File: config.mk
export PLATFORM = sky130hd
export DESIGN_NAME = counter_driver
export DESIGN_NICKNAME = d
export VERILOG_FILES = /design/src/rtl/counter_driver.sv
export SDC_FILE = /design/constraint.sdc
export NUM_CORES = 1
export LEC_CHECK = 0
export ABC_AREA = 1
export CAP_MARGIN = 10
export CORE_ASPECT_RATIO = 1.25
export CORE_MARGIN = 5
export CORE_UTILIZATION = 40
export DETAILED_ROUTE_END_ITERATION = 16
export PLACE_DENSITY = 0.7
export RECOVER_POWER = 100
export SKIP_CTS_REPAIR_TIMING = 1
export SLEW_MARGIN = 20
export SYNTH_ARGS = -nofsm -noshare
export SYNTH_HDL_FRONTEND = slang
export SYNTH_SLANG_ARGS = --single-unit
File: constraint.sdc
create_clock -name clk -period 3.9 [get_ports clk]
set_input_delay 0.78 -clock clk [delete_from_list [all_inputs] [get_ports clk]]
set_output_delay 0.78 -clock clk [all_outputs]
set_load 0.01 [all_outputs]
File: src/rtl/counter_driver.sv
// Master-side driver for a step/overwrite counter: executes LOAD/RUN commands,
// holds the counter while idle, and checks the returned count against a shadow model.
module counter_driver #(
  parameter int unsigned WIDTH    = 8,
  parameter bit          CHECK_EN = 1'b1
) (
  input  logic             clk,
  input  logic             rst,
  input  logic             cmd_valid,
  output logic             cmd_ready,
  input  logic [1:0]       cmd_op,
  input  logic [WIDTH-1:0] cmd_data,
  output logic             mode,
  output logic [WIDTH-1:0] write_data,
  input  logic [WIDTH-1:0] count,
  output logic             busy,
  output logic             done,
  output logic [WIDTH-1:0] exp_count,
  output logic             mismatch,
  output logic [7:0]       err_cnt
);

  typedef enum logic [1:0] {
    S_IDLE,
    S_LOAD,
    S_RUN
  } state_e;

  localparam logic [1:0] OP_LOAD    = 2'd0;
  localparam logic [1:0] OP_RUN     = 2'd1;
  localparam logic [1:0] OP_CLR_ERR = 2'd2;

  state_e           state_q, state_d;
  logic [WIDTH-1:0] rem_q, rem_d;
  logic [WIDTH-1:0] exp_q, exp_d;
  logic [WIDTH-1:0] wdata_q, wdata_d;
  logic             mode_q, mode_d;
  logic             done_q, done_d;
  logic             mis_q, mis_d;
  logic [7:0]       err_q, err_d;
  logic             accept;

  always_comb begin
    accept  = cmd_valid && (state_q == S_IDLE);
    // Shadow model follows exactly what is being driven to the counter this cycle.
    exp_d   = mode_q ? wdata_q : exp_q + WIDTH'(1);
    state_d = state_q;
    rem_d   = rem_q;
    done_d  = 1'b0;

    case (state_q)
      S_IDLE: begin
        if (accept) begin
          case (cmd_op)
            OP_LOAD: state_d = S_LOAD;
            OP_RUN: begin
              if (cmd_data != '0) begin
                state_d = S_RUN;
                rem_d   = cmd_data;
              end else begin
                done_d = 1'b1;
              end
            end
            default: done_d = 1'b1;
          endcase
        end
      end
      S_LOAD: begin
        state_d = S_IDLE;
        done_d  = 1'b1;
      end
      S_RUN: begin
        rem_d = rem_q - WIDTH'(1);
        if (rem_q == WIDTH'(1)) begin
          state_d = S_IDLE;
          done_d  = 1'b1;
        end
      end
      default: state_d = S_IDLE;
    endcase

    // Drive outputs are registered, so they are derived from the next state.
    mode_d  = (state_d != S_RUN);
    wdata_d = (state_d == S_LOAD) ? cmd_data : exp_d;

    mis_d = mis_q;
    err_d = err_q;
    if (CHECK_EN) begin
      if (count != exp_q) begin
        mis_d = 1'b1;
        if (err_q != 8'hFF) err_d = err_q + 8'd1;
      end
      if (accept && (cmd_op == OP_CLR_ERR)) begin
        mis_d = 1'b0;
        err_d = '0;
      end
    end else begin
      mis_d = 1'b0;
      err_d = '0;
    end
  end

  always_ff @(posedge clk or posedge rst) begin
    if (rst) begin
      state_q <= S_IDLE;
      rem_q   <= '0;
      exp_q   <= '0;
      wdata_q <= '0;
      mode_q  <= 1'b1;
      done_q  <= 1'b0;
      mis_q   <= 1'b0;
      err_q   <= '0;
    end else begin
      state_q <= state_d;
      rem_q   <= rem_d;
      exp_q   <= exp_d;
      wdata_q <= wdata_d;
      mode_q  <= mode_d;
      done_q  <= done_d;
      mis_q   <= mis_d;
      err_q   <= err_d;
    end
  end

  assign cmd_ready  = (state_q == S_IDLE);
  assign busy       = (state_q != S_IDLE);
  assign done       = done_q;
  assign mode       = mode_q;
  assign write_data = wdata_q;
  assign exp_count  = exp_q;
  assign mismatch   = mis_q;
  assign err_cnt    = err_q;

endmodule

==> metrics.cfg, run 1 <==
[logic_synthesis]
synth_top_family_by_area=simple AND/OR/NAND/NOR gates
synthCells=299
synth-compound-area-share_pct=6.57
yosys.area_share.adder_pct=2.28
synth_cell_types=29
synthTopCellsByArea=dfrtp_1 (41%), nand2_1 (15%), nand3_1 (9.4%)
yosysWarnings=0
ys_seq_area_share_pct=42.3
synthMuxAreaShare_pct=0
synthesis.nets=324
synth-simple-area-share_pct=37.8
yosys.area.top_type=dfrtp_1
ys_ff_latch=37
syn_area_mm2=0.00219
synth_top_area_share_pct=41.1
syn_area_per_cell_um2=7.33
synth_xor_area_share_pct=3.20

[detailed_routing]
wirelength_um=5110
vias=2087
firstDrtPassIters=4
wl_per_cell_um=12.2
drt_iter0_drc=101
drcViolationCount=0
viasPerCell=5.00
postRouteAntennaNets=0

[cells_and_area]
antenna_cells=0
syn2layout_area_growth_pct=27.6
multi_input_area_mm2=0.00107
regArea_um2=927
nFillCells=555
fin_area_mm2=0.00280
drive_gt1_share_pct=4.53
final_cell_mix=nand2_1 (90), nand3_1 (41), dfrtp_1 (36)
mostFrequentLayoutCell=nand2_1
fin_cells=417
fin_nets=377

[global_route]
grt_pass1_vias=1989
grt_use_total_pct=14.9
grt_max_degree=25
overflow=0
grt_pass1_wl_um=8720
antenna_found_initial=0

[place]
portBuffers=49
dpl.cell_count=409
dpl_cell_area_mm2=0.00274
dp_hpwl_um=4000
pre_cts_ws_ns=1.61
gp_congestion=0.898

[sta]
final_max_slew_viol_count=0
setup_slack_ns=1.37
holdWs_ns=0.501
setup-tns-final_ns=0
finalHoldViolations=0
fin_skew_ns=0.00462
fin_crit_sh_pct=64.8
fmax_mhz=396
slew_headroom_pct=16.2
worst_pin_slew_ns=1.26
post-route-min-period_ns=2.53
setup_viol=0
rsz0062_at_grt=no

[floorplan]
rows=30
die-area_mm2=0.00707
fp.dieH_um=92.7
initial_core_util_pct=40.8
core_mm2=0.00537
num_io_pins=50
chipWidth_um=76.2

[worst_setup_path]
crit_fanout=24
required_ns=4.10
start_kind=input pin
endpoint=err_cnt[3]$_DFFE_PP0P_
regToRegSetupSlack_ns=2.27
critPathKind=input pin to asynchronous set/reset pin
endpoint_kind=asynchronous set/reset pin
crit_start=rst
cp.arrival_ns=2.73
worstRegToRegCells=7
r2r-start=state_q[0]$_DFF_PP0_
reg2reg_to=write_data[6]$_DFF_PP0_

[pwr]
ir_drop_mv=0.155
p_leak_nw=1.38
cellPowerDensity_mw_per_mm2=377

[cts]
clk_pin_slew_ns=0.07
cts_max_path_buffers=2
clkSinkCount=37
tritoncts=done
cts-root-buf=clkbuf_8
worstSkewPairLatency_ns=0.29
htree_levels=2
cts_buffers=5

[hold_path]
worstHoldPathType=flip-flop to flip-flop

[outcome]
outcome=complete, no violations

[job]
cap_viol_max_count=0

[cell usage after synthesis]
library cell	n
or2_4	1
xnor2_1	6
xor2_1	2
nor2_2	1
and2_1	2
dfrtp_1	36
nand2_1	87
nor2_8	1
nor2_4	2
nand2_2	1
inv_2	3
or2_2	2
nor2_1	27
o21ai_1	2
dfstp_2	1
nor3_1	3
inv_1	35
buf_2	2
nand3_1	41
a31oi_1	2
nand4_1	11
a21oi_1	4
ha_1	4
o21ai_0	17
buf_4	1
buf_6	1
o21bai_1	1
o21ai_2	1
nand2_4	2
[state kept, by name (all words and copies together), names as in the netlist]
register    count
err_cnt         8
rem_q           8
write_data      8
mode            1
mismatch        1
state_q         2
done            1
exp_count       8
[per-layer routing]
metal / up-vias / wire (µm) / global-route usage (%)
li1: 1069 / - / -
met1: 954 / 2200 / 17.1
met2: 59 / 2520 / 26.5
met3: 5 / 302 / 3.11
met4: 0 / 82 / 6.41
met5: - / 0 / 0
[layout make-up]
type,instances,share of cell area (%)
clock buffers,6,2.60
clock inverters,2,0.358
well taps,64,2.86
inverters,38,5.10
repair buffers,50,17.7
multi-input cells,220,38.2
flip-flops and latches,37,33.2
[how the worst min path moves through the flow]
| stage | end | slack, ns | start | depth (start not counted) |
|---|---|---|---|---|
| 2_1_floorplan | rem_q[7]$_DFFE_PP0P_ | 0.50 | rem_q[7]$_DFFE_PP0P_ | 2 |
| 3_3_place_gp | mismatch$_DFFE_PP0P_ | 0.49 | mismatch$_DFFE_PP0P_ | 2 |
| 3_5_place_dp | exp_count[2]$_DFF_PP0_ | 0.50 | write_data[2]$_DFF_PP0_ | 2 |
| 4_1_cts | mismatch$_DFFE_PP0P_ | 0.51 | mismatch$_DFFE_PP0P_ | 2 |
| 5_1_grt | exp_count[4]$_DFF_PP0_ | 0.55 | write_data[4]$_DFF_PP0_ | 2 |
| 6_report | mismatch$_DFFE_PP0P_ | 0.50 | mismatch$_DFFE_PP0P_ | 2 |
[critical path, stage by stage]
cell and delay (ns):
dlygate4sd3_1 0.53, inv_1 0.42, clkbuf_1 0.98
[power by group]
part | total [mW] | internal [mW] | switching, mW
clock network | 0.259 | 0.124 | 0.135
registers | 0.489 | 0.427 | 0.0614
logic | 0.307 | 0.152 | 0.155
total | 1.05 | 0.703 | 0.352
[kinds of logic after synthesis]
kind of cell | Yosys count
AND/OR/NAND/NOR | 181
buffers and inverters | 42
flip-flops | 37
AO/OA/AOI/OAI | 27
XOR/XNOR | 8
adder cells (fa/ha/maj) | 4
[through the flow]
stage	total power [mW]	util [%]
3_3_place_gp	0.820	51.0
3_5_place_dp	0.826	51.0
2_1_floorplan	0.674	-
5_1_grt	1.13	52.1
6_report	1.05	52.1
4_1_cts	1.08	52.6
Note: power is estimated with default switching activity, not from simulation.
==> inputs of run 2 (changes only) <==
--- a/config.mk
+++ b/config.mk
@@ -11,7 +11,7 @@
 export CORE_MARGIN = 5
 export CORE_UTILIZATION = 40
 export DETAILED_ROUTE_END_ITERATION = 16
-export PLACE_DENSITY = 0.7
+export PLACE_DENSITY = 0.73
 export RECOVER_POWER = 100
 export SKIP_CTS_REPAIR_TIMING = 1
 export SLEW_MARGIN = 20
==> constraint.sdc (replaced) <==
create_clock -name clk -period 2.1 [get_ports clk]
set_input_delay 0.42 -clock clk [delete_from_list [all_inputs] [get_ports clk]]
set_output_delay 0.42 -clock clk [all_outputs]
set_load 0.01 [all_outputs]
==> metrics.cfg, run 2 (same netlist as run 1, synthesis figures left out) <==
[sta]
rsz0062_at_grt=no  ; unchanged
fin_skew_ns=0.00600  ; was 0.00462 ns
holdWs_ns=0.509  ; was 0.501 ns
post-route-min-period_ns=1.92
setup-tns-final_ns=0  ; unchanged
finalHoldViolations=0  ; unchanged
fin_crit_sh_pct=91.5
slew_headroom_pct=39.0  ; was 16.2%
setup_viol=0  ; unchanged
final_max_slew_viol_count=0  ; unchanged
fmax_mhz=520
worst_pin_slew_ns=0.914  ; was 1.26 ns

[global_route]
grt_max_degree=38  ; was 25
grt_use_total_pct=14.8  ; was 14.9%
grt_pass1_vias=1991  ; was 1989
antenna_found_initial=0  ; unchanged
grt_pass1_wl_um=8840  ; was 8720 µm
overflow=0  ; unchanged

[worst_setup_path]
regToRegSetupSlack_ns=0.40  ; was 2.27 ns
cp_slowest_stage_delay_ns=0.59  ; was 0.98 ns
reg2reg_to=exp_count[6]$_DFF_PP0_  ; was write_data[6]$_DFF_PP0_
r2r-start=mode$_DFF_PP1_  ; was state_q[0]$_DFF_PP0_
cp.arrival_ns=1.50  ; was 2.73 ns
crit_fanout=4  ; was 24
start_kind=flip-flop  ; was input pin
critPathKind=flip-flop to primary output  ; was input pin to asynchronous set/reset pin
worstRegToRegCells=4  ; was 7
required_ns=1.68  ; was 4.10 ns
endpoint_kind=primary output  ; was asynchronous set/reset pin
critPathSlowestCell=dlygate4sd3_1  ; was clkbuf_1
path_cells=nor2_4, inv_1, dlygate4sd3_1  ; was dlygate4sd3_1, inv_1, clkbuf_1

[detailed_routing]
postRouteAntennaNets=0  ; unchanged
vias=2112  ; was 2087
wl_per_cell_um=12.4  ; was 12.2 µm
viasPerCell=5.04  ; was 5.00
firstDrtPassIters=5  ; was 4
drt_iter0_drc=117  ; was 101
drcViolationCount=0  ; unchanged
wirelength_um=5190  ; was 5110 µm

[cells_and_area]
syn2layout_area_growth_pct=28.0  ; was 27.6%
mostFrequentLayoutCell=nand2_1  ; unchanged
final_cell_mix=nand2_1 (90), nand3_1 (41), dfrtp_1 (36)  ; unchanged
antenna_cells=0  ; unchanged
fin_nets=379  ; was 377
drive_gt1_share_pct=5.07  ; was 4.53%
finish.utilization_pct=52.2  ; was 52.1%

[hold_path]
min_to=exp_count[2]$_DFF_PP0_  ; was mismatch$_DFFE_PP0P_
hp-start=write_data[2]$_DFF_PP0_  ; was mismatch$_DFFE_PP0P_
whs_path_depth=2  ; unchanged
worstHoldPathType=flip-flop to flip-flop  ; unchanged

[cts]
clk_pin_slew_ns=0.08  ; was 0.07 ns
tritoncts=done  ; unchanged
cts_max_path_buffers=2  ; unchanged
worstSkewPairLatency_ns=0.29  ; about the same
cts_buffers=5  ; unchanged
clkSinkCount=37  ; unchanged
htree_levels=2  ; unchanged
cts-root-buf=clkbuf_8  ; unchanged

[pwr]
cellPowerDensity_mw_per_mm2=702  ; was 377 mW/mm²
p_leak_nw=1.38  ; about the same
ir_drop_mv=0.285  ; was 0.155 mV

[floorplan]
chipWidth_um=76.2  ; unchanged
die-area_mm2=0.00707  ; unchanged
core_mm2=0.00537  ; unchanged
fp.dieH_um=92.7  ; unchanged
rows=30  ; unchanged
initial_core_util_pct=40.8  ; unchanged
num_io_pins=50  ; unchanged

[job]
cap_viol_max_count=0  ; unchanged

[outcome]
outcome=complete, no violations  ; unchanged

[place]
gp_congestion=0.871  ; was 0.898
portBuffers=49  ; unchanged
dp_hpwl_um=4000  ; about the same

-- run 2: power breakdown --
part           leakage, nW  total (mW)  internal (mW)  switching (mW)
sequential           0.435       0.908          0.793           0.115
clock               0.0439       0.490          0.229           0.261
combinational        0.902       0.571          0.284           0.288
-- run 2: critical path, delay by kind of cell, from the launching register on --
kind | cells | cell delay (ns)
buffers and inverters | 2 | 0.63
flip-flops | 1 | 0.44
AND/OR/NAND/NOR | 1 | 0.15
-- run 2: worst max-delay path by stage --
stage	slack [ns]	endpoint	from	depth (start not counted)
2_1_floorplan	0.74	err_cnt[5]$_DFFE_PP0P_	err_cnt[0]$_DFFE_PP0P_	8
3_3_place_gp	0.17	err_cnt[7]$_DFFE_PP0P_	cmd_op[0]	8
3_5_place_dp	0.14	err_cnt[7]$_DFFE_PP0P_	cmd_op[0]	8
4_1_cts	0.18	cmd_ready	state_q[0]$_DFF_PP0_	2
5_1_grt	0.11	busy	state_q[0]$_DFF_PP0_	3
6_report	0.18	busy	state_q[0]$_DFF_PP0_	3
-- run 2: per-stage QoR --
step | setup WS, ns | cells | power [mW] | area [µm²]
after floorplan | 0.737 | 299 | 1.25 | 2190
after global placement | 0.166 | 411 | 1.53 | 2760
after detailed placement | 0.142 | 411 | 1.54 | 2760
after CTS | 0.178 | 419 | 2.03 | 2840
after global routing | 0.114 | 419 | 2.11 | 2800
final | 0.178 | 419 | 1.97 | 2800
-- run 2: area by class of cell --
class	instances	area, µm²
fill	534	2560
multi-input combinational	220	1060
clock buffer	5	68.8
clock inverter	3	17.5
sequential	37	927
inverter	38	143
timing repair buffer	52	507
tap	64	80.1
-- run 2: routing by layer --
layer / track usage [%] / wire (µm) / share of wire, % / vias up
met5: 0 / 0 / 0 / -
met4: 5.25 / 84 / 1.6 / 0
met3: 3.40 / 250 / 4.8 / 8
met2: 25.9 / 2590 / 50 / 60
met1: 17.8 / 2270 / 44 / 966
li1: - / - / - / 1078
